[config.mk]
export PLATFORM = sky130hd
export DESIGN_NAME = toggle_activity_monitor
export DESIGN_NICKNAME = d
export VERILOG_FILES = /design/src/rtl/toggle_activity_monitor.sv
export SDC_FILE = /design/constraint.sdc
export NUM_CORES = 1
export LEC_CHECK = 0
export BUFFER_PORTS_ARGS = -buffer_cell sky130_fd_sc_hd__buf_2
export CELL_PAD_IN_SITES_DETAIL_PLACEMENT = 0
export CELL_PAD_IN_SITES_GLOBAL_PLACEMENT = 1
export CORE_MARGIN = 2
export CORE_UTILIZATION = 49
export CTS_CLUSTER_DIAMETER = 50
export DETAILED_ROUTE_END_ITERATION = 8
export PLACE_DENSITY_LB_ADDON = 0.1
export SLEW_MARGIN = 20
export SYNTH_ARGS = -nofsm -noshare
export SYNTH_HDL_FRONTEND = slang
export SYNTH_SLANG_ARGS = --single-unit
[constraint.sdc]
create_clock -name clk -period 7.65 [get_ports clk]
set_input_delay 0.3825 -clock clk [delete_from_list [all_inputs] [get_ports clk]]
set_output_delay 0.3825 -clock clk [all_outputs]
set_load 0.05 [all_outputs]
[src/rtl/toggle_activity_monitor.sv]
// rtl/toggle_activity_monitor.sv - per-signal and total 0<->1 transition counter over a programmable window
module toggle_activity_monitor #(
    parameter int NUM_SIG = 5,
    parameter int CNT_W   = 16,
    parameter int TOT_W   = 19,
    parameter int WIN_W   = 16
) (
    input  logic               clk,
    input  logic               rst,
    input  logic               start,
    input  logic [WIN_W-1:0]   win_len,
    input  logic [NUM_SIG-1:0] sig_in,
    input  logic [2:0]         sel,
    output logic               busy,
    output logic               done,
    output logic [CNT_W-1:0]   cnt_out,
    output logic [TOT_W-1:0]   total_out,
    output logic               overflow
);

    typedef enum logic [1:0] {IDLE, PRIME, MEASURE, FINISH} state_t;

    localparam logic [CNT_W-1:0] CNT_ONE = CNT_W'(1);
    localparam logic [WIN_W-1:0] REM_ONE = WIN_W'(1);

    state_t             state_q, state_d;
    logic [CNT_W-1:0]   count_q [NUM_SIG];
    logic [CNT_W-1:0]   count_d [NUM_SIG];
    logic [TOT_W-1:0]   total_q, total_d;
    logic [NUM_SIG-1:0] prev_q, prev_d;
    logic [WIN_W-1:0]   rem_q, rem_d;
    logic               ovf_q, ovf_d;

    logic [NUM_SIG-1:0] diff;
    logic [TOT_W:0]     pop;
    logic [TOT_W:0]     tot_sum;

    always_ff @(posedge clk) begin
        if (rst) begin
            state_q <= IDLE;
            for (int i = 0; i < NUM_SIG; i++) count_q[i] <= '0;
            total_q <= '0;
            prev_q  <= '0;
            rem_q   <= '0;
            ovf_q   <= 1'b0;
        end else begin
            state_q <= state_d;
            for (int i = 0; i < NUM_SIG; i++) count_q[i] <= count_d[i];
            total_q <= total_d;
            prev_q  <= prev_d;
            rem_q   <= rem_d;
            ovf_q   <= ovf_d;
        end
    end

    always_comb begin
        state_d = state_q;
        case (state_q)
            IDLE:    if (start) state_d = PRIME;
            PRIME:   state_d = (rem_q != '0) ? MEASURE : FINISH;
            MEASURE: if (rem_q == REM_ONE) state_d = FINISH;
            FINISH:  state_d = IDLE;
            default: state_d = IDLE;
        endcase
    end

    always_comb begin
        busy = (state_q == PRIME) || (state_q == MEASURE);
        done = (state_q == FINISH);
    end

    // Sum in one extra bit so a carry out of TOT_W marks a clipped add.
    always_comb begin
        diff = sig_in ^ prev_q;
        pop  = '0;
        for (int i = 0; i < NUM_SIG; i++) pop = pop + {{TOT_W{1'b0}}, diff[i]};
        tot_sum = {1'b0, total_q} + pop;
    end

    always_comb begin
        for (int i = 0; i < NUM_SIG; i++) count_d[i] = count_q[i];
        total_d = total_q;
        prev_d  = prev_q;
        rem_d   = rem_q;
        ovf_d   = ovf_q;
        case (state_q)
            IDLE: begin
                if (start) begin
                    for (int i = 0; i < NUM_SIG; i++) count_d[i] = '0;
                    total_d = '0;
                    ovf_d   = 1'b0;
                    rem_d   = win_len;
                end
            end
            PRIME: prev_d = sig_in;
            MEASURE: begin
                for (int i = 0; i < NUM_SIG; i++) begin
                    if (diff[i]) begin
                        if (count_q[i] == '1) ovf_d = 1'b1;
                        else count_d[i] = count_q[i] + CNT_ONE;
                    end
                end
                if (tot_sum[TOT_W]) begin
                    total_d = '1;
                    ovf_d   = 1'b1;
                end else begin
                    total_d = tot_sum[TOT_W-1:0];
                end
                prev_d = sig_in;
                rem_d  = rem_q - REM_ONE;
            end
            default: ;
        endcase
    end

    always_comb begin
        cnt_out = '0;
        for (int i = 0; i < NUM_SIG; i++) begin
            if (sel == 3'(i)) cnt_out = count_q[i];
        end
    end

    assign total_out = total_q;
    assign overflow  = ovf_q;

endmodule

Word level (Yosys, flattened, before mapping)
Memory sizes are Yosys's and may differ from the RTL's.
Index checks and enable logic that the tools add are counted.
Operators by class
  muxes and demuxes: 48
  shift-type cells: 0
  equality and inequality tests: 15
  add/subtract/negate cells: 11
  reductions and logical operators: 8
  div/mod/pow operators: 0
  bitwise gates (word level): 6
  magnitude comparators: 0
  $mul: 0
Operators by type and width (count)
  16-bit two-way mux: 21
  80-bit one-hot mux with 2 select lines: 1
  16-bit by 1-bit adder with 16-bit output, second input constant: 5
  16-bit equality test, second input constant: 5
  80-bit two-way mux: 1
  19-bit two-way mux: 2
  19-bit one-hot mux with 2 select lines: 1
  16-bit one-hot mux with 2 select lines: 1
  19-bit by 5-bit adder with 20-bit output: 1
  1-bit two-way mux: 17
  16-bit by 1-bit equality test with 1-bit output, second input constant: 1
  16-bit nonzero test: 1
  16-bit by 1-bit subtractor with 16-bit output, second input constant: 1
  2-bit one-hot mux with 4 select lines: 1
  3-bit by 2-bit equality test with 1-bit output, second input constant: 2
  4-bit by 1-bit adder with 5-bit output: 1
  1-bit OR: 5
  5-bit bitwise XOR: 1
  3-bit by 1-bit adder with 4-bit output: 1
  2-bit equality test, second input constant: 2
  2-bit two-way mux: 2
  2-bit != test, second input constant: 2
  2-bit AND reduction: 2
  2-bit by 1-bit adder with 3-bit output: 1
  10 further kinds: 10
Word-level totals
  output and inout port bits: 38
  RAM bits: 80
  word-level logic and storage cells: 94
  bits of input ports: 27
  bits in registers: 43
  memories: 1
  bits in read-only memories: 0
  latch bits: 0
Memories
  count_q: depth 5, width 16, read ports 5, clocked after Yosys merged registers in 0, wr ports 5, line 27  | logic [CNT_W-1:0] count_q [NUM_SIG];

Logic depth before layout (Yosys ltp)
An unclocked memory read counts as a cell.
  depth in word-level cells: 15
  gate-level depth with buffers: 12

Worst setup path after synthesis
No wires, ideal clock.
  path type: flip-flop to flip-flop
  start: reg total_q[0], in the netlist total_out[0]
  end: reg total_q[18], in the netlist total_out[18]
  period minus slack after synthesis: 3.400 ns
  library setup time: 0.115 ns
  path slack: 4.250 ns
  stages on the path, launching flop included: 12
  data arrival time: 3.285 ns
  data required time: 7.535 ns
  cell sequence: dfxtp_1 inv_1 fa_1 fa_1 inv_1 ha_1 fa_1 a21oi_1 nor3_1 nand3_1 a21oi_1 o21a_1
On the way
  word-level cells in the longest chain between the ends: 3
Ends and longest elaborated chain
  start: declaration: line 29  | logic [TOT_W-1:0] total_q, total_d;
  start signal: assignment: line 49  | total_q <= total_d;
  19-bit by 5-bit adder with 20-bit output: line 77  | tot_sum = {1'b0, total_q} + pop;
  19-bit two-way mux: line 103  | if (tot_sum[TOT_W]) begin
  19-bit one-hot mux with 2 select lines: line 86  | case (state_q)
Every way passes these cells.
A chain may end at the register's enable or synchronous reset.

Worst setup path in the final report
  start: reg prev_q[0]
  end: reg total_q[18], in the netlist total_out[18]
On the way
  word-level cells in the longest chain between the ends: 8
Ends and longest elaborated chain
  start: declaration: line 30  | logic [NUM_SIG-1:0] prev_q, prev_d;
  start signal: assignment: line 50  | prev_q <= prev_d;
  5-bit bitwise XOR: line 74  | diff = sig_in ^ prev_q;
  1-bit by 1-bit adder with 2-bit output: line 76  | for (int i = 0; i < NUM_SIG; i++) pop = pop + {{TOT_W{1'b0}}, diff[i]};
  2-bit by 1-bit adder with 3-bit output: line 76
  3-bit by 1-bit adder with 4-bit output: line 76
  4-bit by 1-bit adder with 5-bit output: line 76
  19-bit by 5-bit adder with 20-bit output: line 77
  19-bit two-way mux: line 103
  19-bit one-hot mux with 2 select lines: line 86
Every way passes these cells.

==> results.toml <==
[clock_tree]
cts_buffers = 17
ctsHoldBuffers = 0
clockBufferDepth = 2
cts-root-buf = "clkbuf_16"
htree_num_levels = 4
cts_tree = "done"
insertion_delay_ns = 0.42
cts_sinks = 123
cts_resized = 0
post_cts_buffers = 0
path_clk_slew_ns = 0.06

[logic_synthesis]
synthArstFlopShare_pct = 0
synth_area_per_cell_um2 = 7.965
syn_nets = 980
synth_cell_types = 73
yosys_warnings = 0
syn_inst = 935
yosysSeqAreaShare_pct = 33.06
netlist_area_um2 = 7447
synth_edf_count = 0
ys.flop_type = "dfxtp_1"
ys_ff_latch = 123

[worst_setup_path]
worstSetupPathType = "reg -> reg"
crit_path_start_kind = "flip-flop"
worst-path-max-fanout = 8
required_ns = 7.97
critical-path-max-stage-delay_ns = 0.57
crit_path_end_kind = "flip-flop"
crit_path_frequent_cell = "fa_1"
critPathArrivalTime_ns = 4.08
path_cells = "xor2_1, inv_1, fa_1, fa_1, inv_1, ha_1, fa_1, a21oi_1, nor3_1, nand3_1, a21oi_1, o21a_1"
critPathSlowestCell = "fa_1"

[sta]
setup_viol = 0
max_freq_ghz = 0.2663
timing.final.hold_violations = 0
worst_slack_ns = 3.895
period_needed_ns = 3.755
maxSlewHeadroom_pct = 39.11
rsz0062_at_grt = "false"
setup_tns_ns = 0
period_share_pct = 49.08
whs_ns = 0.2249
worst_pin_slew_ns = 0.9133
drv_slew = 0
skew_ns = 0.01162

[outcome]
status = "completed"

[power]
p_per_area_nw_per_um2 = 291.8
power.leakage_uw = 0.003033
peakVddDrop_uv = 261.0

[cells_and_area]
drive_gt1_share_pct = 13.35
diodes = 0
finalNonFillerCells = 1169
nets = 1013
area_growth_pct = 13.31

[floorplan]
die_area_um2 = 16200
core_area_um2 = 15030
initial_core_util_pct = 49.54
die_h_um = 127.3
num_rows = 45
die_width_um = 127.3
ios = 65

[grt]
grt_overflow_total = 0
grt_pass1_wl_um = 35960
first_global_vias = 6918
grt_max_degree = 64
antenna_found_initial = 1
track_usage_pct = 27.61

[detailed_routing]
avgViaCountPerCell = 6.430
wl_per_cell_um = 19.05
vias = 7517
drc = 0
routed_wl_um = 22270
ant_nets = 0
dr.pass1.iters = 7
first_iter_violations = 619

[placement]
place_congestion = 0.8584
dpl.cell_count = 1137
port_buffers = 64
dp_slack_ns = 3.794
hpwl_um = 15280

[min_path]
hp-class = "in -> reg"

[job]
maxCapViolCount = 0
==> synthesized netlist by cell type (all sizes together) (5+ instances only) <==
cell type,instances,area share (%)
clkbuf,35,1.8
and4,12,1.4
ha,15,2.5
a21oi,89,6.1
mux4,7,2.1
o211ai,10,1.0
buf,22,1.5
nand2,91,4.6
dfxtp,123,33
a211oi,12,1.3
nand4b,5,0.59
a22oi,13,1.3
a31oi,5,0.42
nand3,57,3.9
nor3,23,1.6
nor4,14,1.7
nand4,28,2.4
or3,27,2.3
xor2,13,1.5
or4,9,0.96
and2,8,0.67
o22ai,11,0.92
inv,30,1.5
a2111o,6,0.91
and3,15,1.3
nor2,78,4.0
o21ai,53,3.6
xnor2,18,2.1
mux2i,28,3.8
o2111ai,8,0.94
==> routing by layer <==
| layer | vias up | track usage [%] | routed length (um) |
|---|---|---|---|
| met2 | 277 | 45.96 | 10510 |
| met1 | 3635 | 36.39 | 9751 |
| li1 | 3559 | - | - |
| met3 | 44 | 5.235 | 1485 |
| met4 | 2 | 8.662 | 510 |
| met5 | - | 0 | 13 |
==> where the power goes <==
part	internal, uW	switching, uW
Sequential	695	61.1
Combinational	266	608
Clock	521	311
==> path summary, 6_finish.rpt <==
path / from / to / slack [ns] / depth (start not counted)
hold / removal: sig_in[4] / prev_q[4] / 0.22 / 3
setup / recovery: prev_q[0] / total_out[18] / 3.90 / 12
setup reg to reg: prev_q[0] / total_out[18] / 3.90 / 12
hold reg to reg: total_out[0] / total_out[0] / 0.47 / 2
==> critical path: cells and delay by family, from the launching register on <==
family / cells / cell delay [ns]
simple gates: 2 / 0.35
compound gates: 3 / 0.75
buf+inv: 2 / 0.20
xor+xnor: 1 / 0.29
fa+ha+maj: 4 / 1.72
flops: 1 / 0.34
==> area by class of cell <==
type | count | area, um^2
clock buffer | 22 | 494.2
tap | 188 | 235.2
clock inverter | 10 | 113.9
multi-input combinational | 725 | 4647
inverter | 30 | 112.6
fill | 1438 | 6595
timing repair buffer | 71 | 372.9
sequential | 123 | 2462
==> registers in the layout, summed over array words and instances, names as in the netlist <==
register,cells
count_q,80
overflow,1
prev_q,5
rem_q,16
state_q,2
total_out,19
==> through the flow <==
step | power, uW | util (%) | area [um^2]
6_report | 2462 | 56.13 | 8438
5_1_grt | 2591 | 56.13 | 8438
4_1_cts | 2466 | 56.13 | 8438
3_5_place_dp | 1631 | 52.08 | 7830
3_3_place_gp | 1600 | 52.08 | 7830
2_1_floorplan | 1398 | - | 7447
==> layout by cell type (no fill, tap or decap), types with 18 or more instances in the layout <==
cell	netlist	layout
dfxtp_1	123	123
nand2_1	91	90
a21oi_1	87	87
nor2_1	77	77
buf_2	9	64
nand3_1	56	56
o21ai_0	49	49
inv_1	30	30
mux2i_1	28	27
or3_1	27	27
nand4_1	27	27
nor3_1	22	22
xnor2_1	18	18
==> cell families (layout without fill, tap and decap cells) <==
group | count (synthesis) | count (layout) | synth area share [%]
mux | 37 | 37 | 6.183
flops | 123 | 123 | 33.06
simple gates | 386 | 386 | 27.27
buf+inv | 87 | 133 | 4.738
fa+ha+maj | 18 | 18 | 3.327
compound gates | 253 | 253 | 21.77
xor+xnor | 31 | 31 | 3.646
No activity file was read; power rests on OpenSTA's default activity.
